$ cat config.mk
export PLATFORM = sky130hd
export DESIGN_NAME = gray_ptr_sync
export DESIGN_NICKNAME = d
export VERILOG_FILES = /design/src/rtl/gray_ptr_sync.sv
export SDC_FILE = /design/constraint.sdc
export NUM_CORES = 1
export LEC_CHECK = 0
export BUFFER_PORTS_ARGS = -buffer_cell sky130_fd_sc_hd__buf_2
export CAP_MARGIN = 20
export CORE_MARGIN = 2
export CORE_UTILIZATION = 40
export CTS_CLUSTER_DIAMETER = 60
export DETAILED_ROUTE_END_ITERATION = 10
export GPL_ROUTABILITY_DRIVEN = 0
export PLACE_DENSITY_LB_ADDON = 0.08
export SYNTH_ARGS = -nofsm -noshare
export SYNTH_HDL_FRONTEND = slang
export SYNTH_SLANG_ARGS = --single-unit
$ cat constraint.sdc
create_clock -name clk -period 1.2 [get_ports clk]
set_input_delay 0.12 -clock clk [delete_from_list [all_inputs] [get_ports clk]]
set_output_delay 0.12 -clock clk [all_outputs]
set_load 0.1 [all_outputs]
$ cat src/rtl/gray_ptr_sync.sv
// gray_ptr_sync: multi-channel Gray-coded pointer synchronizer.
// Each channel runs its pointer through a flop chain. It also produces a
// binary view, a change pulse and a sticky flag for changes of more than one bit.

// Per-channel lane: flop chain, binary view, change detect and sticky error.
module gray_ptr_sync_lane #(
    parameter int W      = 3,
    parameter int STAGES = 2,
    parameter int CHECK  = 1
) (
    input  logic         clk,
    input  logic         rst,        // synchronous, active-low
    input  logic         ce_i,       // warm-up complete, compare allowed
    input  logic         err_clr_i,
    input  logic [W-1:0] gray_i,
    output logic [W-1:0] sync_gray_o,
    output logic [W-1:0] sync_bin_o,
    output logic         upd_o,
    output logic         err_o
);

    logic [STAGES-1:0][W-1:0] stg_q;
    logic [W-1:0]             prev_q;

    // Plain flop chain: no logic in front of stage 0 or between stages.
    always_ff @(posedge clk) begin
        if (!rst) begin
            stg_q <= '0;
        end else begin
            stg_q[0] <= gray_i;
            for (int k = 1; k < STAGES; k++) begin
                stg_q[k] <= stg_q[k-1];
            end
        end
    end

    assign sync_gray_o = stg_q[STAGES-1];

    // Keep last cycle's synchronized value to detect changes.
    always_ff @(posedge clk) begin
        if (!rst) prev_q <= '0;
        else      prev_q <= sync_gray_o;
    end

    // Gray to binary: bit i is the XOR of gray bits i..MSB.
    always_comb begin
        sync_bin_o = '0;
        for (int i = 0; i < W; i++) begin
            sync_bin_o[i] = ^(sync_gray_o >> i);
        end
    end

    assign upd_o = ce_i && (sync_gray_o != prev_q);

    if (CHECK != 0) begin : g_check
        logic [W-1:0] diff;
        logic         multi;
        logic         err_q;
        logic         err_d;

        // x & (x-1) is non-zero exactly when more than one bit is set.
        assign diff  = sync_gray_o ^ prev_q;
        assign multi = |(diff & (diff - W'(1)));

        // Sticky error: clear first so a same-cycle set takes priority.
        always_comb begin
            err_d = err_q;
            if (err_clr_i)     err_d = 1'b0;
            if (ce_i && multi) err_d = 1'b1;
        end

        // Error flag register.
        always_ff @(posedge clk) begin
            if (!rst) err_q <= 1'b0;
            else      err_q <= err_d;
        end

        assign err_o = err_q;
    end else begin : g_nocheck
        assign err_o = 1'b0;
    end

endmodule

// Top: shared warm-up counter plus an array of per-channel lanes.
module gray_ptr_sync #(
    parameter int PTR_SZ = 2,
    parameter int CH     = 2,
    parameter int STAGES = 2,
    parameter int CHECK  = 1
) (
    input  logic                     clk,
    input  logic                     rst,        // synchronous, active-low
    input  logic [CH*(PTR_SZ+1)-1:0] addr_gray,
    input  logic                     err_clr,
    output logic [CH*(PTR_SZ+1)-1:0] sync_gray,
    output logic [CH*(PTR_SZ+1)-1:0] sync_bin,
    output logic                     sync_valid,
    output logic [CH-1:0]            upd,
    output logic [CH-1:0]            err
);

    localparam int W  = PTR_SZ + 1;
    localparam int CW = $clog2(STAGES + 2);
    localparam logic [CW-1:0] CNT_VLD = CW'(STAGES);
    localparam logic [CW-1:0] CNT_MAX = CW'(STAGES + 1);

    if (STAGES < 2 || STAGES > 4) begin : g_bad_stages
        $error("gray_ptr_sync: STAGES must be 2..4");
    end
    if (CH < 1 || CH > 8) begin : g_bad_ch
        $error("gray_ptr_sync: CH must be 1..8");
    end

    logic [CW-1:0]        cnt_q;
    logic [CW-1:0]        cnt_d;
    logic                 ce;
    logic [CH-1:0][W-1:0] gray_in;
    logic [CH-1:0][W-1:0] gray_out;
    logic [CH-1:0][W-1:0] bin_out;

    // Warm-up counter saturates one past STAGES. The extra count keeps the
    // first real sample from being compared against the reset value in prev.
    always_comb begin
        cnt_d = cnt_q;
        if (cnt_q != CNT_MAX) cnt_d = cnt_q + CW'(1);
    end

    // Warm-up counter register.
    always_ff @(posedge clk) begin
        if (!rst) cnt_q <= '0;
        else      cnt_q <= cnt_d;
    end

    assign sync_valid = (cnt_q >= CNT_VLD);
    assign ce         = (cnt_q == CNT_MAX);

    assign gray_in   = addr_gray;
    assign sync_gray = gray_out;
    assign sync_bin  = bin_out;

    for (genvar c = 0; c < CH; c++) begin : g_lane
        gray_ptr_sync_lane #(
            .W      (W),
            .STAGES (STAGES),
            .CHECK  (CHECK)
        ) u_lane (
            .clk         (clk),
            .rst         (rst),
            .ce_i        (ce),
            .err_clr_i   (err_clr),
            .gray_i      (gray_in[c]),
            .sync_gray_o (gray_out[c]),
            .sync_bin_o  (bin_out[c]),
            .upd_o       (upd[c]),
            .err_o       (err[c])
        );
    end

endmodule

==> key figures, run 1 <==
Power and ir drop
  • PD cells: between 1000 and 1500 nW/um^2
  • Leakage: between 0.5 and 0.6 nW
  • Gate power share: 0.395
  • Sw Ratio: 0.3621
  • Switching pwr: around 0.67 mW
  • VDD IR max: around 1.2 mV
  • Clock share of power: 0.167
  • Sequential share of power: 0.438
  • P_int: ~1.2 mW

STA
  • Slew HR: 0.7937
  • Worst Slack Setup Final: -0.2308 ns
  • Slew @ Worst Pin: about 0.31 ns
  • Final Cycle Share: 1.192
  • Final min period: between 1 and 1.5 ns
  • Hold Vio Cnt, Final: 0
  • RSZ-0062 raised after global routing: yes
  • Fin. max-slew vios: 0
  • Final setup violation count: 7
  • Max Clk Rate: between 0.6 and 0.7 GHz
  • Layout Skew: just under 0.005 ns

Setup path
  • Register-to-Register Path Depth: 5
  • Worst R2R Setup Slack: about 0.06 ns
  • Crit path capture: upd[0]
  • Worst EP arrival: 1.31 ns
  • Startpoint class of the critical path: flop
  • Worst EP required: between 1 and 1.5 ns
  • Type of the worst setup path: reg -> out
  • Nature of the critical path endpoint: output port
  • Reg-to-Reg Start: cnt_q[1]$_SDFFE_PN0N_
  • RR Endpoint: g_lane[1].u_lane.err_o$_SDFFE_PN0P_
  • Critical Path Fanout Max: 3
  • Setup crit start: g_lane[0].u_lane.sync_gray_o[1]$_SDFF_PN0_

Global route
  • First-pass GRT wire length: approximately 2500 um
  • Initial antenna violation count: 0
  • Vias in the first global route: between 500 and 600
  • Overflow after GRT: 0
  • All-Layer GR Usage: 0.1342
  • Largest net degree at the start of global routing: 24

Placed design
  • I/O Buffers: 25
  • Placed Area: between 1000 and 1500 um^2
  • Detailed Place HPWL: around 1100 um
  • # placed instances: around 130

Final layout
  • Final nets: ~120
  • Layout cells sized above 1: 0.5688
  • Most common cell after layout, fill and taps aside: and2_1
  • Area Overhead vs Synth: 66.62%
  • Most frequent cells in the layout: and2_1 (18), dfxtp_1 (15), buf_12 (15)
  • Filler cells: ~140
  • Utilization after layout: 0.7238
  • Fin cells: between 100 and 150
  • Ant diodes: 0
  • Final Cell Area: 1449 um^2

CTS
  • CTS H-Tree Depth: 1
  • Total CTS buffers: 3
  • Clock Path Buffers: 2
  • Root Driver: clkbuf_4
  • CTS clk-pin slew, worst paths: ~0.11 ns
  • CTS tree: done
  • CTS Hold Bufs: 0
  • Clock Latency Late Sink: 0.29 ns
  • Clock sinks: 22

Route
  • WL final: 1563 um
  • First DRT Iteration DRCs: 2
  • Drt via density: around 4.4
  • Final antenna-violating net count: 0
  • Vias after detailed routing: between 500 and 600
  • DRT Pass-1 Iters: 2
  • Drt drc: 0
  • WL per Instance: between 10 and 15 um

Logic synthesis
  • Sequential-to-total area share from yosys stat: 0.5065
  • Synth Register Bits: 22
  • Yosys cell types: 15
  • Synth Area per Inst: a little over 10 um^2
  • Synth Net Count: 95
  • Post-Syn Area: around 870 um^2
  • Cell count after synthesis: 84
  • Ys Warns: 0

Floorplanning
  • Core area: 2002 um^2
  • Die Span X: just over 50 um
  • Std cell rows: 16
  • Initial Util: 0.4344
  • Ports: 26
  • Die Area: between 2000 and 3000 um^2
  • Die span in y: 50.63 um

Worst hold path
  • Min-Delay Path Class: in -> reg

Run status
  • Failing checks: setup timing
  • Status: finished, violations left

Job
  • Max Cap Violations: 0
[worst max-delay path: stages (launching register included)]
cell	delay, ns
dfxtp_4	0.39
xnor2_1	0.27
a31oi_2	0.17
buf_12	0.20
[cell usage after synthesis, drive strengths merged]
cell type | n | area (um^2)
a21oi | 2 | 10.01
a31oi | 2 | 12.51
a32o | 2 | 20.02
and2 | 20 | 127.6
buf | 12 | 90.09
clkbuf | 2 | 7.510
dfxtp | 22 | 440.4
ha | 2 | 25.02
inv | 3 | 11.26
nand2 | 2 | 7.510
o21ai | 3 | 15.01
or2 | 1 | 6.260
xnor2 | 7 | 61.31
xor2 | 4 | 35.03
[final cells by class]
type                            instances  area, um^2  area share
Clock buffer                            3       22.52     0.01554
Tap cell                               27       33.78     0.02332
Inverter                                3       11.26    0.007772
Multi-Input combinational cell         45       479.2      0.3307
Timing Repair Buffer                   36       437.9      0.3022
Sequential cell                        22       464.2      0.3204
[cell families after synthesis]
| logic type | count (synthesis) | share of synthesized area |
|---|---|---|
| buf+inv | 17 | 0.1252 |
| fa+ha+maj | 2 | 0.02877 |
| compound gates | 9 | 0.06618 |
| simple gates | 23 | 0.1626 |
| xor+xnor | 11 | 0.1108 |
| flops | 22 | 0.5065 |
[layer usage]
layer / share of wire / vias to the layer above / routed length, um / GRT usage
met3: 0.053 / 4 / 83 / 0.03869
li1: - / 308 / - / -
met2: 0.54 / 20 / 850 / 0.2478
met1: 0.38 / 267 / 592 / 0.1299
met5: 0 / - / 0 / 0
met4: 0.023 / 0 / 36 / 0.08108
[power by group through the flow]
stage          Clock (mW)  Combinational, mW  Sequential, mW
2_1_floorplan           0              0.449           0.815
3_3_place_gp            0              0.625           0.814
3_5_place_dp            0              0.633           0.819
4_1_cts             0.326              0.726           0.801
5_1_grt             0.355              0.772           0.820
6_report            0.310              0.734           0.814
[state kept, by name, indices dropped and copies added, names as in the netlist]
register	cells
cnt_q	2
g_lane.u_lane.stg_q	6
g_lane.u_lane.prev_q	6
g_lane.u_lane.sync_gray_o	6
g_lane.u_lane.err_o	2
[how the worst min path moves through the flow]
stage | startpoint | end | slack, ns | cells past startpoint
floorplan | addr_gray[1] | g_lane[0].u_lane.stg_q[1]$_SDFF_PN0_ | 0.24 | 1
global placement | addr_gray[1] | g_lane[0].u_lane.stg_q[1]$_SDFF_PN0_ | 0.32 | 2
detailed placement | addr_gray[1] | g_lane[0].u_lane.stg_q[1]$_SDFF_PN0_ | 0.32 | 2
CTS | addr_gray[1] | g_lane[0].u_lane.stg_q[1]$_SDFF_PN0_ | 0.008 | 2
global route | addr_gray[1] | g_lane[0].u_lane.stg_q[1]$_SDFF_PN0_ | 0.006 | 2
finish | addr_gray[1] | g_lane[0].u_lane.stg_q[1]$_SDFF_PN0_ | 0.01 | 2
[repair_timing]
item / 4_1_cts / 5_1_grt
setup endpoints to repair: 7 / 10
cloned: 0 / 0
gates resized for setup: 17 / 10
setup buffers: 2 / 0
pin swaps: 4 / 5
[stage by stage]
step	worst slack [ns]	power [mW]	hold slack [ns]	setup TNS, ns
5_1_grt	-0.3070	1.947	0.005596	-1.847
2_1_floorplan	-0.6043	1.264	0.2417	-1.209
3_5_place_dp	-0.04315	1.452	0.3231	-0.07071
6_report	-0.2308	1.858	0.01457	-1.361
4_1_cts	-0.2319	1.853	0.008298	-1.436
3_3_place_gp	-0.01886	1.439	0.3189	-0.01886
Note: power is estimated with default switching activity, not from simulation.
==> inputs of run 2 (changes only) <==
Settings changed: SETUP_SLACK_MARGIN set to 0.5.
==> run 2 against run 1 <==
  * The run still ends with setup timing left
  * Sequential share of layout area down 2.9 points
  * Utilization increased by 8.8 points
  * Via count grew 6.3%
  * Routed wire length up 24%
  * Highest routed layer unchanged
==> key figures, run 2 (synthesized netlist as in run 1, its figures left out) <==
Setup path
  • Critical Path Fanout Max: 4 (was 3)
  • Cell mode on critical path: xor2_4
  • Worst EP arrival: 1.31 ns (about the same)
  • Nature of the critical path endpoint: output port (unchanged)
  • Crit-path slowest cell: dfxtp_4 (unchanged)
  • CP max stage delay: 0.41 ns (was 0.39 ns)
  • Buffers and inverters on the worst path: 1 (unchanged)
  • Worst EP required: 1.08 ns (about the same)
  • Delay-heaviest family, CP: XOR/XNOR gates (was flip-flops)
  • CP cell instances: xor2_4 > xor2_4 > buf_12 (was xnor2_1 > a31oi_2 > buf_12)
  • Startpoint class of the critical path: flop (unchanged)
  • Type of the worst setup path: reg -> out (unchanged)

Route
  • WL per Instance: 13.88 um (was 11.49 um)
  • WL final: 1943 um (was 1563 um)
  • DRT Pass-1 Iters: 3 (was 2)
  • First DRT Iteration DRCs: 1 (was 2)
  • Drt drc: 0 (unchanged)
  • Vias after detailed routing: 637 (was 599)
  • Drt via density: 4.550 (was 4.404)
  • Final antenna-violating net count: 0 (unchanged)

Power and ir drop
  • Leakage: 0.6463 nW (was 0.5805 nW)
  • Sw Ratio: 0.3683 (was 0.3621)
  • Clock share of power: 0.160 (was 0.167)
  • Switching pwr: 0.7143 mW (was 0.6729 mW)
  • Final Power: 1.939 mW (was 1.858 mW)
  • Sequential share of power: 0.424 (was 0.438)
  • PD cells: 1194 nW/um^2 (was 1283 nW/um^2)
  • P_int: 1.225 mW (was 1.185 mW)
  • VDD IR max: 1.060 mV (was 1.206 mV)
  • Gate power share: 0.416 (was 0.395)

STA
  • Hold Vio Cnt, Final: 0 (unchanged)
  • RSZ-0062 raised after global routing: yes (unchanged)
  • Final setup violation count: 8 (was 7)
  • Final Cycle Share: 1.191 (was 1.192)
  • Slew @ Worst Pin: 0.3718 ns (was 0.3094 ns)
  • Worst Slack Setup Final: -0.2291 ns (was -0.2308 ns)
  • Layout Skew: 0.008306 ns (was 0.004816 ns)
  • Final min period: 1.429 ns (was 1.431 ns)
  • Max Clk Rate: 0.6997 GHz (was 0.6989 GHz)
  • Fin. max-slew vios: 0 (unchanged)
  • WHS: 0.01535 ns (was 0.01457 ns)
  • Slew HR: 0.7522 (was 0.7937)

CTS
  • CTS H-Tree Depth: 1 (unchanged)
  • Root Driver: clkbuf_4 (unchanged)
  • Total CTS buffers: 3 (unchanged)
  • Clock Path Buffers: 2 (unchanged)
  • CTS clk-pin slew, worst paths: 0.11 ns (about the same)
  • CTS Hold Bufs: 0 (unchanged)
  • Clock Latency Late Sink: 0.30 ns (was 0.29 ns)
  • Clock sinks: 22 (unchanged)
  • CTS tree: done (unchanged)

Final layout
  • Fin cells: 140 (was 136)
  • Area Overhead vs Synth: 86.76% (was 66.62%)
  • Most common cell after layout, fill and taps aside: buf_12 (was and2_1)
  • Ant diodes: 0 (unchanged)
  • Final Cell Area: 1624 um^2 (was 1449 um^2)
  • Final nets: 126 (was 122)
  • Layout cells sized above 1: 0.7080 (was 0.5688)
  • Filler cells: 117 (was 141)
  • Most frequent cells in the layout: buf_12 (17), and2_1 (15), dfxtp_1 (12) (was and2_1 (18), dfxtp_1 (15), buf_12 (15))

Floorplanning
  • Initial Util: 0.4344 (unchanged)
  • Die Area: 2563 um^2 (unchanged)
  • Core area: 2002 um^2 (unchanged)
  • Std cell rows: 16 (unchanged)
  • Die span in y: 50.63 um (unchanged)
  • Ports: 26 (unchanged)
  • Die Span X: 50.63 um (unchanged)

Placed design
  • I/O Buffers: 25 (unchanged)
  • DP Worst Slack: 0.001091 ns (was -0.04315 ns)
  • Placed Area: 1339 um^2 (was 1294 um^2)
  • # placed instances: 127 (was 131)
  • Detailed Place HPWL: 1058 um (was 1113 um)

Run status
  • Status: finished, violations left (unchanged)
  • Failing checks: setup timing (unchanged)

Global route
  • Vias in the first global route: 621 (was 589)
  • Initial antenna violation count: 0 (unchanged)
  • Overflow after GRT: 0 (unchanged)
  • Largest net degree at the start of global routing: 24 (unchanged)
  • All-Layer GR Usage: 0.1649 (was 0.1342)
  • First-pass GRT wire length: 3036 um (was 2484 um)

Worst hold path
  • Min-Delay Path Class: in -> reg (unchanged)

Job
  • Max Cap Violations: 0 (unchanged)
## run 2: changes by cell type in the layout (fill, tap and decap cells not counted), sizes merged
cell / previous run / this run
buf: 34 / 40
clkbuf: 5 / 3
## run 2: final timing paths
check / to / slack [ns] / from / depth (start not counted)
worst min register to register: g_lane[0].u_lane.sync_gray_o[1]$_SDFF_PN0_ / 0.44 / g_lane[0].u_lane.stg_q[1]$_SDFF_PN0_ / 1
worst max-delay path: sync_bin[0] / -0.23 / g_lane[0].u_lane.sync_gray_o[2]$_SDFF_PN0_ / 3
worst max register to register: g_lane[0].u_lane.err_o$_SDFFE_PN0P_ / 0.03 / g_lane[0].u_lane.sync_gray_o[1]$_SDFF_PN0_ / 3
worst min-delay path: g_lane[1].u_lane.stg_q[0]$_SDFF_PN0_ / 0.02 / addr_gray[3] / 2
## run 2: timing repair
| item | CTS | global route |
|---|---|---|
| cloned | 0 | 0 |
| gates resized for setup | 35 | 11 |
| hold endpoints to repair | 0 | 0 |
| endpoints found under the setup margin | 23 | 26 |
| pin swaps | 7 | 7 |
| buffers inserted | 6 | 4 |
## run 2: worst reg2reg max path, stage by stage (launching register included)
cell     delay, ns
dfxtp_4       0.39
xnor2_2       0.28
o21ai_0       0.17
a32o_1        0.24
## run 2: metrics by stage
step	util	TNS [ns]
global placement	0.6688	0
floorplan	-	-1.209
global route	0.8113	-1.917
detailed placement	0.6688	0
CTS	0.7675	-1.365
finish	0.8113	-1.381
## run 2: power by group through the flow
stage	clock [mW]	combinational [mW]	sequential, mW
detailed placement	0	0.644	0.836
global placement	0	0.634	0.833
finish	0.311	0.807	0.821
CTS	0.318	0.761	0.817
global route	0.364	0.847	0.828
floorplan	0	0.495	0.831
## run 2: layout make-up
class / count / area, um^2 / area share
Clock buffer: 3 / 22.52 / 0.01387
Multi-Input combinational cell: 45 / 544.3 / 0.3351
Sequential cell: 22 / 473.0 / 0.2912
Timing Repair Buffer: 40 / 534.3 / 0.3290
Inverter: 3 / 16.27 / 0.01002
Tap cell: 27 / 33.78 / 0.02080
## run 2: metal layers
layer,part of all wire,global-route usage,vias up
met1,0.38,0.1839,292
met2,0.55,0.2961,23
met4,0.022,0.08108,0
li1,-,-,317
met3,0.047,0.03274,5
met5,0,0,-
==> inputs of run 3 (changes only) <==
Settings changed: ABC_AREA set to 1.
==> run 3 against run 2 <==
  * The flow still finishes with violations (setup timing)
  * Sequential share of layout area shrank 3.9 points
  * Global-route usage grew 0.27 points
  * Utilization shrank 3.6 points
  * Die area grew 13%
  * Fmax shrank 1.3%
  * Area after synthesis grew 14%
  * Final area grew 15%
  * Clock skew shrank 0.0017 ns
  * Highest routed layer unchanged
==> key figures, run 3 <==
Placed design
  • DP Worst Slack: 0.05559 ns (was 0.001091 ns)
  • Detailed Place HPWL: 1184 um (was 1058 um)
  • I/O Buffers: 25 (unchanged)
  • # placed instances: 183 (was 127)

Logic synthesis
  • Synth cell count leaders: nand2_1 (52), inv_1 (30), dfxtp_1 (22), buf_4 (12), a21oi_1 (6) (was dfxtp_1 (22), and2_1 (18), buf_4 (12), xnor2_1 (7), xor2_1 (4))
  • Post-Syn Area: 988.4 um^2 (was 869.6 um^2)
  • Yosys cell types: 14 (was 15)
  • Synth Register Bits: 22 (unchanged)
  • Top-count cell post-synth: nand2_1 (was dfxtp_1)
  • Top cell type's share of synthesized area: 0.4456 (was 0.5065)
  • Synth Area per Inst: 7.111 um^2 (was 10.35 um^2)
  • Cell count after synthesis: 139 (was 84)
  • Ys Warns: 0 (unchanged)
  • Sequential-to-total area share from yosys stat: 0.4456 (was 0.5065)
  • Main synth FF type: dfxtp_1 (unchanged)
  • Synth Net Count: 150 (was 95)
  • Area leader, netlist: dfxtp_1 (unchanged)
  • Area contributors post-synth: dfxtp_1 (45%), nand2_1 (20%), inv_1 (11%) (was dfxtp_1 (51%), and2_1 (13%), buf_4 (10%))
  • Async set-reset flop share out of synthesis: 0 (unchanged)
  • Number of synthesized flops with an enable pin: 0 (unchanged)

Setup path
  • Register-to-Register Path Depth: 11 (was 3)
  • RR Endpoint: g_lane[0].u_lane.err_o$_SDFFE_PN0P_ (unchanged)
  • Reg-to-Reg Start: g_lane[0].u_lane.sync_gray_o[1]$_SDFF_PN0_ (unchanged)
  • Worst EP arrival: 1.33 ns (was 1.31 ns)
  • Type of the worst setup path: reg -> out (unchanged)
  • Critical Path Fanout Max: 4 (unchanged)
  • Worst R2R Setup Slack: -0.14 ns (was 0.03 ns)
  • Nature of the critical path endpoint: output port (unchanged)
  • Startpoint class of the critical path: flop (unchanged)
  • Worst EP required: 1.08 ns (about the same)

Global route
  • First-pass GRT wire length: 3456 um (was 3036 um)
  • Overflow after GRT: 0 (unchanged)
  • Vias in the first global route: 827 (was 621)
  • Initial antenna violation count: 0 (unchanged)
  • All-Layer GR Usage: 0.1675 (was 0.1649)
  • Largest net degree at the start of global routing: 22 (was 24)

Final layout
  • Most frequent cells in the layout: nand2_1 (45), inv_1 (22), buf_6 (18) (was buf_12 (17), and2_1 (15), dfxtp_1 (12))
  • Area Overhead vs Synth: 88.99% (was 86.76%)
  • Filler cells: 161 (was 117)
  • Reg area: 471.7 um^2 (was 473.0 um^2)
  • Final nets: 196 (was 126)
  • Ant diodes: 0 (unchanged)
  • Fin cells: 214 (was 140)
  • Multi-input gate area: 493.0 um^2 (was 544.3 um^2)
  • Layout cells sized above 1: 0.5217 (was 0.7080)
  • Most common cell after layout, fill and taps aside: nand2_1 (was buf_12)

Route
  • Drt via density: 4.220 (was 4.550)
  • Top routing layer used: met4 (unchanged)
  • WL per Instance: 9.907 um (was 13.88 um)
  • Final antenna-violating net count: 0 (unchanged)
  • WL final: 2120 um (was 1943 um)
  • WL met3: 77 um (was 92 um)
  • First DRT Iteration DRCs: 6 (was 1)
  • DRT Pass-1 Iters: 4 (was 3)
  • Drt drc: 0 (unchanged)
  • Routed wl met2: 1140 um (was 1075 um)
  • Vias after detailed routing: 903 (was 637)
  • Metal1 wirelength: 849 um (was 733 um)

STA
  • WHS: 0.05184 ns (was 0.01535 ns)
  • Slew HR: 0.7208 (was 0.7522)
  • Fin. max-slew vios: 0 (unchanged)
  • Worst Slack Setup Final: -0.2474 ns (was -0.2291 ns)
  • Hold Vio Cnt, Final: 0 (unchanged)
  • Final Cycle Share: 1.206 (was 1.191)
  • Slew @ Worst Pin: 0.4187 ns (was 0.3718 ns)
  • Max Clk Rate: 0.6909 GHz (was 0.6997 GHz)
  • Layout Skew: 0.006653 ns (was 0.008306 ns)
  • Final min period: 1.447 ns (was 1.429 ns)
  • RSZ-0062 raised after global routing: yes (unchanged)
  • Final setup violation count: 10 (was 8)

Worst hold path
  • Min-Delay Path Class: in -> reg (unchanged)
  • Worst Min Path Start: err_clr (was addr_gray[3])
  • Hold Path End: g_lane[0].u_lane.err_o$_SDFFE_PN0P_ (was g_lane[1].u_lane.stg_q[0]$_SDFF_PN0_)
  • Hold Path Stages: 4 (was 2)

CTS
  • Clock Path Buffers: 2 (unchanged)
  • Clock Latency Late Sink: 0.31 ns (was 0.30 ns)
  • CTS H-Tree Depth: 1 (unchanged)
  • CTS tree: done (unchanged)
  • Clock sinks: 22 (unchanged)
  • CTS clk-pin slew, worst paths: 0.13 ns (was 0.11 ns)
  • Root Driver: clkbuf_4 (unchanged)
  • Total CTS buffers: 3 (unchanged)

Floorplanning
  • Die Area: 2885 um^2 (was 2563 um^2)
  • Initial Util: 0.4102 (was 0.4344)
  • Die Span X: 53.71 um (was 50.63 um)
  • Ports: 26 (unchanged)
  • Die span in y: 53.71 um (was 50.63 um)
  • Core area: 2410 um^2 (was 2002 um^2)
  • Std cell rows: 18 (was 16)

Run status
  • Status: finished, violations left (unchanged)
  • Failing checks: setup timing (unchanged)

Job
  • Max Cap Violations: 0 (unchanged)

Power and ir drop
  • PD cells: 1175 nW/um^2 (was 1194 nW/um^2)
  • VDD IR max: 1.125 mV (was 1.060 mV)
  • Leakage: 0.9579 nW (was 0.6463 nW)
==> run 3: changes by cell type in the layout (fill, tap and decap cells not counted), moves of 6 or more <==
| cell | change |
|---|---|
| and2_1 | -15 |
| buf_6 | +7 |
| dlygate4sd3_1 | +6 |
| inv_1 | +21 |
| inv_2 | +8 |
| nand2_1 | +45 |
==> run 3: final cells by class <==
class                      count  share of cell area
sequential                    22              0.2525
clock inverter                 1             0.01608
clock buffer                   3             0.01206
multi-input combinational     71              0.2639
inverter                      32             0.06698
tap                           30             0.02009
timing repair buffer          55              0.3684
==> run 3: through the flow <==
step                      utilization  setup TNS (ns)  total power, mW  area, um^2
after floorplan                     -          -1.213            1.319        1191
after CTS                      0.7373          -1.702            2.174        1777
after global placement         0.5872               0            1.452        1415
final                          0.7752          -1.751            2.195        1868
after global routing           0.7752          -2.466            2.293        1868
after detailed placement       0.5872               0            1.464        1415
==> run 3: worst max-delay path by stage <==
stage                     slack (ns)  cells past startpoint                                  startpoint          end
after detailed placement        0.06                      4                       cnt_q[0]$_SDFFE_PN0N_   sync_valid
after global routing           -0.31                      3  g_lane[1].u_lane.sync_gray_o[1]$_SDFF_PN0_  sync_bin[3]
after CTS                      -0.27                      3  g_lane[1].u_lane.sync_gray_o[1]$_SDFF_PN0_  sync_bin[3]
after floorplan                -0.61                      2  g_lane[0].u_lane.sync_gray_o[2]$_SDFF_PN0_  sync_bin[0]
after global placement          0.07                      4                       cnt_q[0]$_SDFFE_PN0N_   sync_valid
final                          -0.25                      3  g_lane[0].u_lane.sync_gray_o[2]$_SDFF_PN0_  sync_bin[0]
==> run 3: where the power goes <==
group	total (mW)	leakage, nW	internal [mW]	switching [mW]
Sequential	0.815	0.187	0.767	0.0486
Combinational	0.814	0.743	0.346	0.468
Clock	0.566	0.0279	0.338	0.229
Total	2.20	0.958	1.45	0.745
==> run 3: cell families after synthesis <==
group           synth area share
fa+ha+maj                0.02531
simple gates              0.2139
flops                     0.4456
compound gates           0.04051
buf+inv                   0.2215
xor+xnor                 0.05316
==> run 3: critical path, cell delays in order, from the launching register on <==
cell and delay, ns:
dfxtp_4 0.42, xor2_4 0.23, xor2_4 0.18, buf_12 0.19
==> run 3: timing repair <==
item,CTS,global route
endpoints found under the setup margin,21,24
endpoints found under the hold margin,6,0
resized for setup,34,19
pin swaps,15,2
hold buffers,6,0
buffers inserted,16,5
==> run 3: metal layers <==
layer | vias to the layer above | track usage
met4 | 0 | 0.05128
met5 | - | 0
met2 | 23 | 0.3110
met1 | 395 | 0.1900
met3 | 6 | 0.03333
li1 | 479 | -
